$ cat config.mk
export PLATFORM = sky130hd
export DESIGN_NAME = fp32_div_ctrl
export DESIGN_NICKNAME = d
export VERILOG_FILES = /design/src/rtl/fp32_div_ctrl.sv
export SDC_FILE = /design/constraint.sdc
export NUM_CORES = 1
export LEC_CHECK = 0
export CAP_MARGIN = 15
export CORE_UTILIZATION = 45
export DETAILED_ROUTE_END_ITERATION = 7
export HOLD_SLACK_MARGIN = 0.15
export PLACE_DENSITY_LB_ADDON = 0.2
export SETUP_SLACK_MARGIN = 0.3
export SYNTH_ARGS = -nofsm -noshare
export SYNTH_HDL_FRONTEND = slang
export SYNTH_SLANG_ARGS = --single-unit
export TNS_END_PERCENT = 1
$ cat constraint.sdc
create_clock -name clk -period 4.1 [get_ports clk]
set_clock_uncertainty 0.2 [all_clocks]
set_input_delay 0.82 -clock clk [delete_from_list [all_inputs] [get_ports clk]]
set_output_delay 0.82 -clock clk [all_outputs]
set_load 0.05 [all_outputs]
$ cat src/rtl/fp32_div_ctrl.sv
// Sequential control, unpack and pack wrapper around an external combinational
// mantissa divider for IEEE-754 single-precision division.
module fp32_div_ctrl #(
  parameter int unsigned DIV_LAT = 2
) (
  input  logic        clk,
  input  logic        rst_n,
  input  logic        in_valid,
  output logic        in_ready,
  input  logic [31:0] a,
  input  logic [31:0] b,
  output logic [22:0] div_dividend,
  output logic [22:0] div_divisor,
  input  logic [23:0] div_quotient,
  output logic        out_valid,
  input  logic        out_ready,
  output logic [31:0] result,
  output logic        invalid,
  output logic        div_by_zero,
  output logic        overflow,
  output logic        underflow
);

  typedef enum logic [2:0] {
    S_IDLE     = 3'd0,
    S_CLASSIFY = 3'd1,
    S_WAIT     = 3'd2,
    S_PACK     = 3'd3,
    S_DONE     = 3'd4
  } state_t;

  state_t      state;
  logic [31:0] ra, rb;
  logic        sign, adj;
  logic        spec;
  logic [31:0] spec_res;
  logic        spec_inv, spec_dbz;
  logic [3:0]  cnt;

  logic [7:0]  ea, eb;
  logic [22:0] fa, fb;
  logic        a_zero, a_inf, a_nan, b_zero, b_inf, b_nan;
  logic        c_spec, c_inv, c_dbz, c_sign;
  logic [31:0] c_res;
  logic signed [9:0] e_calc;
  logic        quot_msb_unused;

  assign in_ready  = (state == S_IDLE);
  assign out_valid = (state == S_DONE);
  assign quot_msb_unused = div_quotient[23];

  assign ea = ra[30:23];
  assign eb = rb[30:23];
  assign fa = ra[22:0];
  assign fb = rb[22:0];

  // Exponent 0 covers denormals too: they are flushed to signed zero.
  assign a_zero = (ea == 8'd0);
  assign b_zero = (eb == 8'd0);
  assign a_inf  = (ea == 8'hFF) && (fa == '0);
  assign b_inf  = (eb == 8'hFF) && (fb == '0);
  assign a_nan  = (ea == 8'hFF) && (fa != '0);
  assign b_nan  = (eb == 8'hFF) && (fb != '0);
  assign c_sign = ra[31] ^ rb[31];

  always_comb begin
    c_spec = 1'b1;
    c_inv  = 1'b0;
    c_dbz  = 1'b0;
    c_res  = '0;
    if (a_nan || b_nan || (a_zero && b_zero) || (a_inf && b_inf)) begin
      c_res = 32'h7FC00000;
      c_inv = 1'b1;
    end else if (a_inf) begin
      c_res = {c_sign, 8'hFF, 23'd0};
    end else if (b_zero) begin
      c_res = {c_sign, 8'hFF, 23'd0};
      c_dbz = 1'b1;
    end else if (a_zero || b_inf) begin
      c_res = {c_sign, 31'd0};
    end else begin
      c_spec = 1'b0;
    end
  end

  assign e_calc = $signed({2'b00, ea}) - $signed({2'b00, eb}) + 10'sd127
                - $signed({9'd0, adj});

  always_ff @(posedge clk or negedge rst_n) begin
    if (!rst_n) begin
      state        <= S_IDLE;
      ra           <= '0;
      rb           <= '0;
      sign         <= 1'b0;
      adj          <= 1'b0;
      spec         <= 1'b0;
      spec_res     <= '0;
      spec_inv     <= 1'b0;
      spec_dbz     <= 1'b0;
      cnt          <= '0;
      div_dividend <= '0;
      div_divisor  <= '0;
      result       <= '0;
      invalid      <= 1'b0;
      div_by_zero  <= 1'b0;
      overflow     <= 1'b0;
      underflow    <= 1'b0;
    end else begin
      case (state)
        S_IDLE: begin
          if (in_valid) begin
            ra    <= a;
            rb    <= b;
            state <= S_CLASSIFY;
          end
        end
        S_CLASSIFY: begin
          sign     <= c_sign;
          adj      <= (fa < fb);
          spec     <= c_spec;
          spec_res <= c_res;
          spec_inv <= c_inv;
          spec_dbz <= c_dbz;
          // Divider inputs only move for ops that actually use the divider.
          if (c_spec) begin
            state <= S_PACK;
          end else begin
            div_dividend <= fa;
            div_divisor  <= fb;
            cnt          <= 4'(DIV_LAT - 1);
            state        <= S_WAIT;
          end
        end
        S_WAIT: begin
          if (cnt == 4'd0) state <= S_PACK;
          else             cnt   <= cnt - 4'd1;
        end
        S_PACK: begin
          invalid     <= 1'b0;
          div_by_zero <= 1'b0;
          overflow    <= 1'b0;
          underflow   <= 1'b0;
          if (spec) begin
            result      <= spec_res;
            invalid     <= spec_inv;
            div_by_zero <= spec_dbz;
          end else if (e_calc >= 10'sd255) begin
            result   <= {sign, 8'hFF, 23'd0};
            overflow <= 1'b1;
          end else if (e_calc <= 10'sd0) begin
            result    <= {sign, 31'd0};
            underflow <= 1'b1;
          end else begin
            result <= {sign, e_calc[7:0], div_quotient[22:0]};
          end
          state <= S_DONE;
        end
        S_DONE: begin
          if (out_ready) begin
            result      <= '0;
            invalid     <= 1'b0;
            div_by_zero <= 1'b0;
            overflow    <= 1'b0;
            underflow   <= 1'b0;
            state       <= S_IDLE;
          end
        end
        default: state <= S_IDLE;
      endcase
    end
  end

endmodule
==> results of run 1 <==
==> routing by layer <==
metal,vias up,GRT usage (%)
li1,3119,-
met1,3007,30.4
met2,172,37.1
met3,22,5.97
met4,0,8.49
met5,-,0
==> Yosys cell counts, types with 6 or more instances <==
cell type  count  share of area [%]
a21oi_1       17                1.1
o211ai_1       9               0.86
nand4_1       12               0.96
nand2_1       92                4.4
dfrtp_1      160                 51
ha_1          38                6.1
a22o_1        23                2.6
nor2_1        19               0.91
o21ai_0       72                4.6
nor3_1        16                1.0
nand3_1        7               0.45
a31oi_1        6               0.48
inv_1         46                2.2
mux2_2        59                8.5
nor4_1        17                1.4
a21o_1        16                1.5
clkbuf_1      22                1.1
xor2_1         7               0.78
==> critical path, cell delays in order, from the launching register on <==
cell and delay [ps]:
dfrtp_1 380, inv_2 80, ha_4 130, inv_2 40
fa_2 410, buf_12 150, xor2_4 120, inv_1 50
ha_1 270, a21o_1 220, a21oi_4 190, o21ai_2 80
a211oi_2 290, buf_4 180, o21ai_4 60, xnor2_2 170
o41ai_2 350, buf_4 180, nor4_4 40, buf_6 150
clkbuf_16 150, a22o_1 180
==> flip-flops by register name (all words and copies together), names as in the netlist <==
signal	count
div_divisor	23
div_dividend	23
spec	1
overflow	1
underflow	1
state	3
spec_dbz	1
rb	32
div_by_zero	1
adj	1
result	32
spec_res	3
invalid	1
ra	32
cnt	4
sign	1
==> layout by cell type, fill, tap and decap left out, drive strengths merged, types with 12 or more instances in the layout <==
master	count
a21o	16
a21oi	17
a22o	23
buf	70
clkbuf	20
clkdlybuf4s50	173
dfrtp	160
ha	38
inv	53
mux2	59
nand2	92
nand4	12
nor2	20
nor3	16
nor4	18
o21ai	77
==> metrics by stage <==
step	cell area, µm²	hold WS (ps)	TNS [ps]	instances	utilization (%)
after floorplan	7930	238	0	736	-
after global placement	10300	260	-2100	1155	61.2
after detailed placement	10300	269	-5080	1155	61.2
after CTS	11000	262	-6.06	1196	65.3
after global routing	11100	279	-6730	1199	66.0
final	11100	224	-1230	1199	66.0
==> worst paths after layout <==
path / from / end / slack [ps] / cells after the start
min in group clk: div_divisor[6] / div_divisor[6] / 280 / 2
worst min register to register: div_divisor[6] / div_divisor[6] / 280 / 2
worst min-delay path: rst_n / ra[29] / 220 / 1
max in group asynchronous: rst_n / rb[22] / 2500 / 2
worst max-delay path: ra[23] / result[12] / -80 / 21
worst max register to register: ra[23] / result[12] / -80 / 21
==> what timing repair did <==
action | in CTS | in global routing
gates cloned | 0 | 1
buffers inserted | 9 | 2
resized for setup | 8 | 13
pin swaps | 12 | 15
hold buffers | 0 | 0
endpoints found under the setup margin | 33 | 33
hold endpoints to repair | 0 | 0
==> kinds of logic (layout without fill, tap and decap cells) <==
| group | after synthesis | in the layout | synth area share (%) |
|---|---|---|---|
| AO/OA/AOI/OAI | 186 | 186 | 15.9 |
| XOR/XNOR | 12 | 12 | 1.34 |
| adder cells (fa/ha/maj) | 40 | 40 | 6.56 |
| buffers and inverters | 80 | 323 | 4.16 |
| flip-flops | 160 | 160 | 50.9 |
| multiplexers | 62 | 62 | 8.84 |
| AND/OR/NAND/NOR | 196 | 196 | 12.3 |
==> cell type report <==
type / count / share of cell area [%]
Clock buffer: 19 / 3.90
Sequential cell: 160 / 36.1
Tap cell: 220 / 2.48
Inverter: 47 / 1.59
Timing Repair Buffer: 244 / 21.2
Multi-Input combinational cell: 496 / 33.3
Clock inverter: 13 / 1.36
==> summary.txt, run 1 <==
RUN STATUS
----------------------------------------------------------------------------------
Run status .......................................................... complete, but fails checks
Violations in the final reports ..................................... setup timing

CLOCK NETWORK
----------------------------------------------------------------------------------
Clock latency at the later pin of the worst-skew pair ...............       430 ps
Maximum level of the CTS H-tree .....................................            4
Clock Sinks .........................................................          160
Inserted Clock Buffers ..............................................           17
CTS tree ............................................................         done
Buffer type at the clock tree root ..................................    clkbuf_16
Maximum root-to-sink buffer count ...................................            2
Clock-pin slew on the worst setup and hold paths ....................        60 ps

GLOBAL ROUTING
----------------------------------------------------------------------------------
Initial antenna violation count .....................................            0
Wire length of the first global-routing pass ........................      32.4 mm
Residual overflow from global routing ...............................            0
Overall fraction of global-route tracks in use ......................        23.2%
Maximum number of pins on one net before global-route repair ........           84
Number of global-route vias before repair ...........................         6287

CRITICAL PATH
----------------------------------------------------------------------------------
Critical Path End Type ..............................................         flop
Worst Path Arrival ..................................................      4290 ps
Startpoint type of the worst setup path .............................         flop
Crit Path Class .....................................................   reg -> reg
Biggest fanout along the worst timing path ..........................            6
Required arrival time at the worst endpoint .........................      4210 ps

STA
----------------------------------------------------------------------------------
Final critical-path share of the clock period .......................         102%
Setup repair after global routing missed its margin .................         true
Max frequency .......................................................      239 MHz
Relative max-transition margin ......................................        47.3%
Fin crit period .....................................................      4180 ps
Final Setup Violations ..............................................           22
Worst-case setup margin in the final layout .........................     -77.5 ps
Pins over their slew limit ..........................................            0
Final hold violation count ..........................................            0
Slew at the pin closest to its max-slew limit .......................       791 ps

FINAL LAYOUT
----------------------------------------------------------------------------------
Diode insertion count for antenna repair ............................            0
Seq. cell area ......................................................     4000 µm²
Area growth, synth to finish ........................................        41.2%
Final nets ..........................................................         1098
Multi-input gate area in the final layout ...........................     3700 µm²
FILL cells ..........................................................         1372
Share of final-layout standard cells stronger than drive strength 1 .        20.1%

FLOORPLAN
----------------------------------------------------------------------------------
Standard cell core area .............................................    16800 µm²
Starting Density ....................................................        46.7%
Standard-cell rows ..................................................           47
Die height ..........................................................       134 µm
Area enclosed by the die boundary ...................................    18000 µm²
Die width ...........................................................       134 µm
Total I/O pin count .................................................          176

ROUTE
----------------------------------------------------------------------------------
Met2 routed WL ......................................................      9.45 mm
Remaining design rule violation count ...............................            0
Via count ...........................................................         6320
Detailed-routing wirelength on met1 .................................      8.97 mm
Initial drt markers .................................................          287
Top layer used by detailed routing ..................................         met4
Per-cell via count in the routed design .............................         5.27
Drt total wl ........................................................      20.0 mm
Met3 wire len .......................................................      1.17 mm
First-pass iteration count of the detailed router ...................            4
Antenna viol nets, final ............................................            0
Wire length per cell after detailed routing .........................      16.7 µm

LOGIC SYNTHESIS
----------------------------------------------------------------------------------
Number of enable-type register cells in the synthesized netlist .....            0
Top_reg_cell synth ..................................................      dfrtp_1
Share of synthesized area occupied by flip-flops and latches ........        50.9%
YS warnings .........................................................            0
Library cells used by synthesis .....................................           67
Synth async-reset ratio .............................................         100%
Average instance area after synthesis ...............................     10.7 µm²
Gate count of the mapped netlist ....................................          736
Post-Syn Nets .......................................................          868
Number of flip-flops and latches in the synthesized netlist .........          160
Netlist area before placement .......................................     7860 µm²

PLACED DESIGN
----------------------------------------------------------------------------------
Buffers added on ports ..............................................          174
HPWL after detailed placement .......................................      14.5 mm
Worst setup timing slack at the placement stage .....................      -225 ps
Final RePlAce weighted congestion ...................................        0.821

HOLD PATH
----------------------------------------------------------------------------------
Hold/Removal Path Class .............................................  in -> async

RUN
----------------------------------------------------------------------------------
Max_cap viols .......................................................            0

Power of run 1 is not shown: default switching activity piles up to over one toggle a cycle in this logic, so the estimate is an artifact.
==> inputs of run 2 (changes only) <==
--- a/config.mk
+++ b/config.mk
@@ -14,4 +14,4 @@
 export SYNTH_ARGS = -nofsm -noshare
 export SYNTH_HDL_FRONTEND = slang
 export SYNTH_SLANG_ARGS = --single-unit
-export TNS_END_PERCENT = 1
+export TNS_END_PERCENT = 100
==> run 2 against run 1 <==
  * The run now ends clean
  * Via count shrank 0.79%
  * Fmax up 4.7%
  * Cell count shrank 1.6%
  * First-iteration DRC count shrank 0.70%
  * Non-clock buffer count decreased by 19
  * Global-route usage shrank 0.15 points
  * Register-to-register slack better by 190 ps
  * Sequential share of layout area grew 0.50 points
  * Hold slack gained 41 ps
  * Largest cell class unchanged
  * Highest routed layer unchanged
==> summary.txt, run 2 (synthesized netlist as in run 1, its figures left out) <==
STA
----------------------------------------------------------------------------------
Max frequency .......................................................      251 MHz   +4.7%
Final hold violation count ..........................................            0   unchanged
Pins over their slew limit ..........................................            0   unchanged
Relative max-transition margin ......................................        34.2%   -13 points
Final critical-path share of the clock period .......................        97.3%   -4.6 points
Setup repair after global routing missed its margin .................         true
Worst-case setup margin in the final layout .........................       111 ps   +189 ps
Final Setup Violations ..............................................            0   -100%
Slew at the pin closest to its max-slew limit .......................       984 ps   +193 ps
Fin crit period .....................................................      3990 ps   -189 ps
Post-Route Hold Slack ...............................................       264 ps   +40.6 ps

CRITICAL PATH
----------------------------------------------------------------------------------
Slowest Stage Delay on Critical Path ................................       400 ps   about the same
Most frequent cell on the critical path .............................        inv_2
Crit Path Class .....................................................   reg -> reg
Cell-by-cell trace of the critical path ............................. inv_2, ha_4, inv_2, fa_2, a21o_1, nand3_1, nand2_1, a21oi_2, xnor2_2, inv_2, ha_4, o311ai_4, a41oi_2, o22ai_1, xor2_1, buf_4, o41ai_4, nor4_4, buf_6, buf_12, a22o_1
Worst Path Arrival ..................................................      4090 ps   -200 ps
Cell with the largest stage delay on the worst path .................         fa_2
Top Family by Delay on Critical Path ................................ compound AO/OA/AOI/OAI gates
Startpoint type of the worst setup path .............................         flop
Biggest fanout along the worst timing path ..........................            6   unchanged
Buffer and inverter count on the worst path .........................            6   -2
Critical Path End Type ..............................................         flop
Required arrival time at the worst endpoint .........................      4200 ps   about the same

FINAL LAYOUT
----------------------------------------------------------------------------------
Share of final-layout standard cells stronger than drive strength 1 .        19.7%   -0.44 points
Top Registers ....................................................... ra (32), rb (32), result (32)
Diode insertion count for antenna repair ............................            0   unchanged
Commonest non-fill, non-tap cells in the layout ..................... clkdlybuf4s50_1 (173), dfrtp_1 (159), nand2_1 (89)
Leading cell type in the layout, fill and taps excluded ............. clkdlybuf4s50_1
Final design utilization ............................................        65.1%   -0.88 points
Final nets ..........................................................         1079   -1.7%
Area growth, synth to finish ........................................        39.3%
Design Area, Final ..................................................    10900 µm²   -1.3%

CLOCK NETWORK
----------------------------------------------------------------------------------
Maximum level of the CTS H-tree .....................................            4   unchanged
Clock-pin slew on the worst setup and hold paths ....................        70 ps   about the same
CTS tree ............................................................         done
Buffer type at the clock tree root ..................................    clkbuf_16
Maximum root-to-sink buffer count ...................................            2   unchanged
Clock latency at the later pin of the worst-skew pair ...............       420 ps   about the same
Clock Sinks .........................................................          160   unchanged
Quantity of hold-fixing buffers added after cts .....................            0   unchanged
Inserted Clock Buffers ..............................................           17   unchanged

ROUTE
----------------------------------------------------------------------------------
Wire length per cell after detailed routing .........................      16.9 µm   +1.6%
First-pass iteration count of the detailed router ...................            4   unchanged
Via count ...........................................................         6270   -0.79%
Antenna viol nets, final ............................................            0   unchanged
Per-cell via count in the routed design .............................         5.31   +0.81%
Drt total wl ........................................................      20.0 mm   about the same
Remaining design rule violation count ...............................            0   unchanged
Initial drt markers .................................................          285   -0.70%

PLACED DESIGN
----------------------------------------------------------------------------------
Final RePlAce weighted congestion ...................................        0.823   +0.24%
HPWL after detailed placement .......................................      14.6 mm   +0.37%
Worst setup timing slack at the placement stage .....................     -30.6 ps   +194 ps
Buffers added on ports ..............................................          174   unchanged
Placement-stage cell area ...........................................    10200 µm²   -1.0%

RUN STATUS
----------------------------------------------------------------------------------
Run status ..........................................................    completed

FLOORPLAN
----------------------------------------------------------------------------------
Area enclosed by the die boundary ...................................    18000 µm²   unchanged
Total I/O pin count .................................................          176   unchanged
Standard-cell rows ..................................................           47   unchanged
Starting Density ....................................................        46.7%   unchanged
Die width ...........................................................       134 µm   unchanged
Standard cell core area .............................................    16800 µm²   unchanged
Die height ..........................................................       134 µm   unchanged

HOLD PATH
----------------------------------------------------------------------------------
Hold/Removal Path Class .............................................  in -> async

RUN
----------------------------------------------------------------------------------
Max_cap viols .......................................................            0   unchanged

GLOBAL ROUTING
----------------------------------------------------------------------------------
Met3 usage in global routing ........................................        5.59%   -0.38 points
Maximum number of pins on one net before global-route repair ........           83   -1.2%
Number of global-route vias before repair ...........................         6372   +1.4%
Residual overflow from global routing ...............................            0   unchanged
Overall fraction of global-route tracks in use ......................        23.0%   -0.15 points
Initial antenna violation count .....................................            0   unchanged
GR Util met1 ........................................................        29.2%   -1.1 points
Busiest grt layer ...................................................         met2
Wire length of the first global-routing pass ........................      32.5 mm   +0.32%
Met2 usage ..........................................................        38.8%   +1.7 points

## run 2: cell count changes in the layout (fill, tap and decap cells not counted), sizes merged
cell,previous run,this run
clkinvlp,0,5
clkbuf,20,18
bufinv,2,0
inv,53,51
buf,70,52
## run 2: through the flow
step	std cells	TNS, ps
global placement	1138	-7.86
global route	1180	-893
finish	1180	0
floorplan	736	0
CTS	1179	0
detailed placement	1138	-358
## run 2: routing by layer
| layer | share of wire, % | wire, µm |
|---|---|---|
| met5 | 0 | 0 |
| met3 | 5.2 | 1040 |
| met4 | 1.5 | 295 |
| met2 | 49 | 9800 |
| met1 | 44 | 8840 |
## run 2: what timing repair did
item	CTS	global route
gates resized for setup	14	14
cloned	1	0
setup buffers	8	1
endpoints found under the setup margin	33	33
endpoints found under the hold margin	0	0
pin swaps	4	7
## run 2: final timing paths
path | startpoint | end | slack [ps] | depth (start not counted)
max | ra[23] | result[14] | 110 | 21
min | rst_n | result[30] | 260 | 1
max reg2reg | ra[23] | result[14] | 110 | 21
min reg2reg | spec_res[22] | spec_res[22] | 280 | 2
max in group asynchronous | rst_n | div_divisor[21] | 2690 | 2
min in group clk | spec_res[22] | spec_res[22] | 280 | 2
## run 2: layout make-up
cell class / count / area (µm²)
multi-input cells: 496 / 3740
clock inverters: 14 / 110
clock buffers: 18 / 429
well taps: 220 / 275
repair buffers: 225 / 2210
inverters: 47 / 176
fillers: 1377 / 5870
flip-flops and latches: 160 / 4010
Power of run 2 is left out for the same reason.
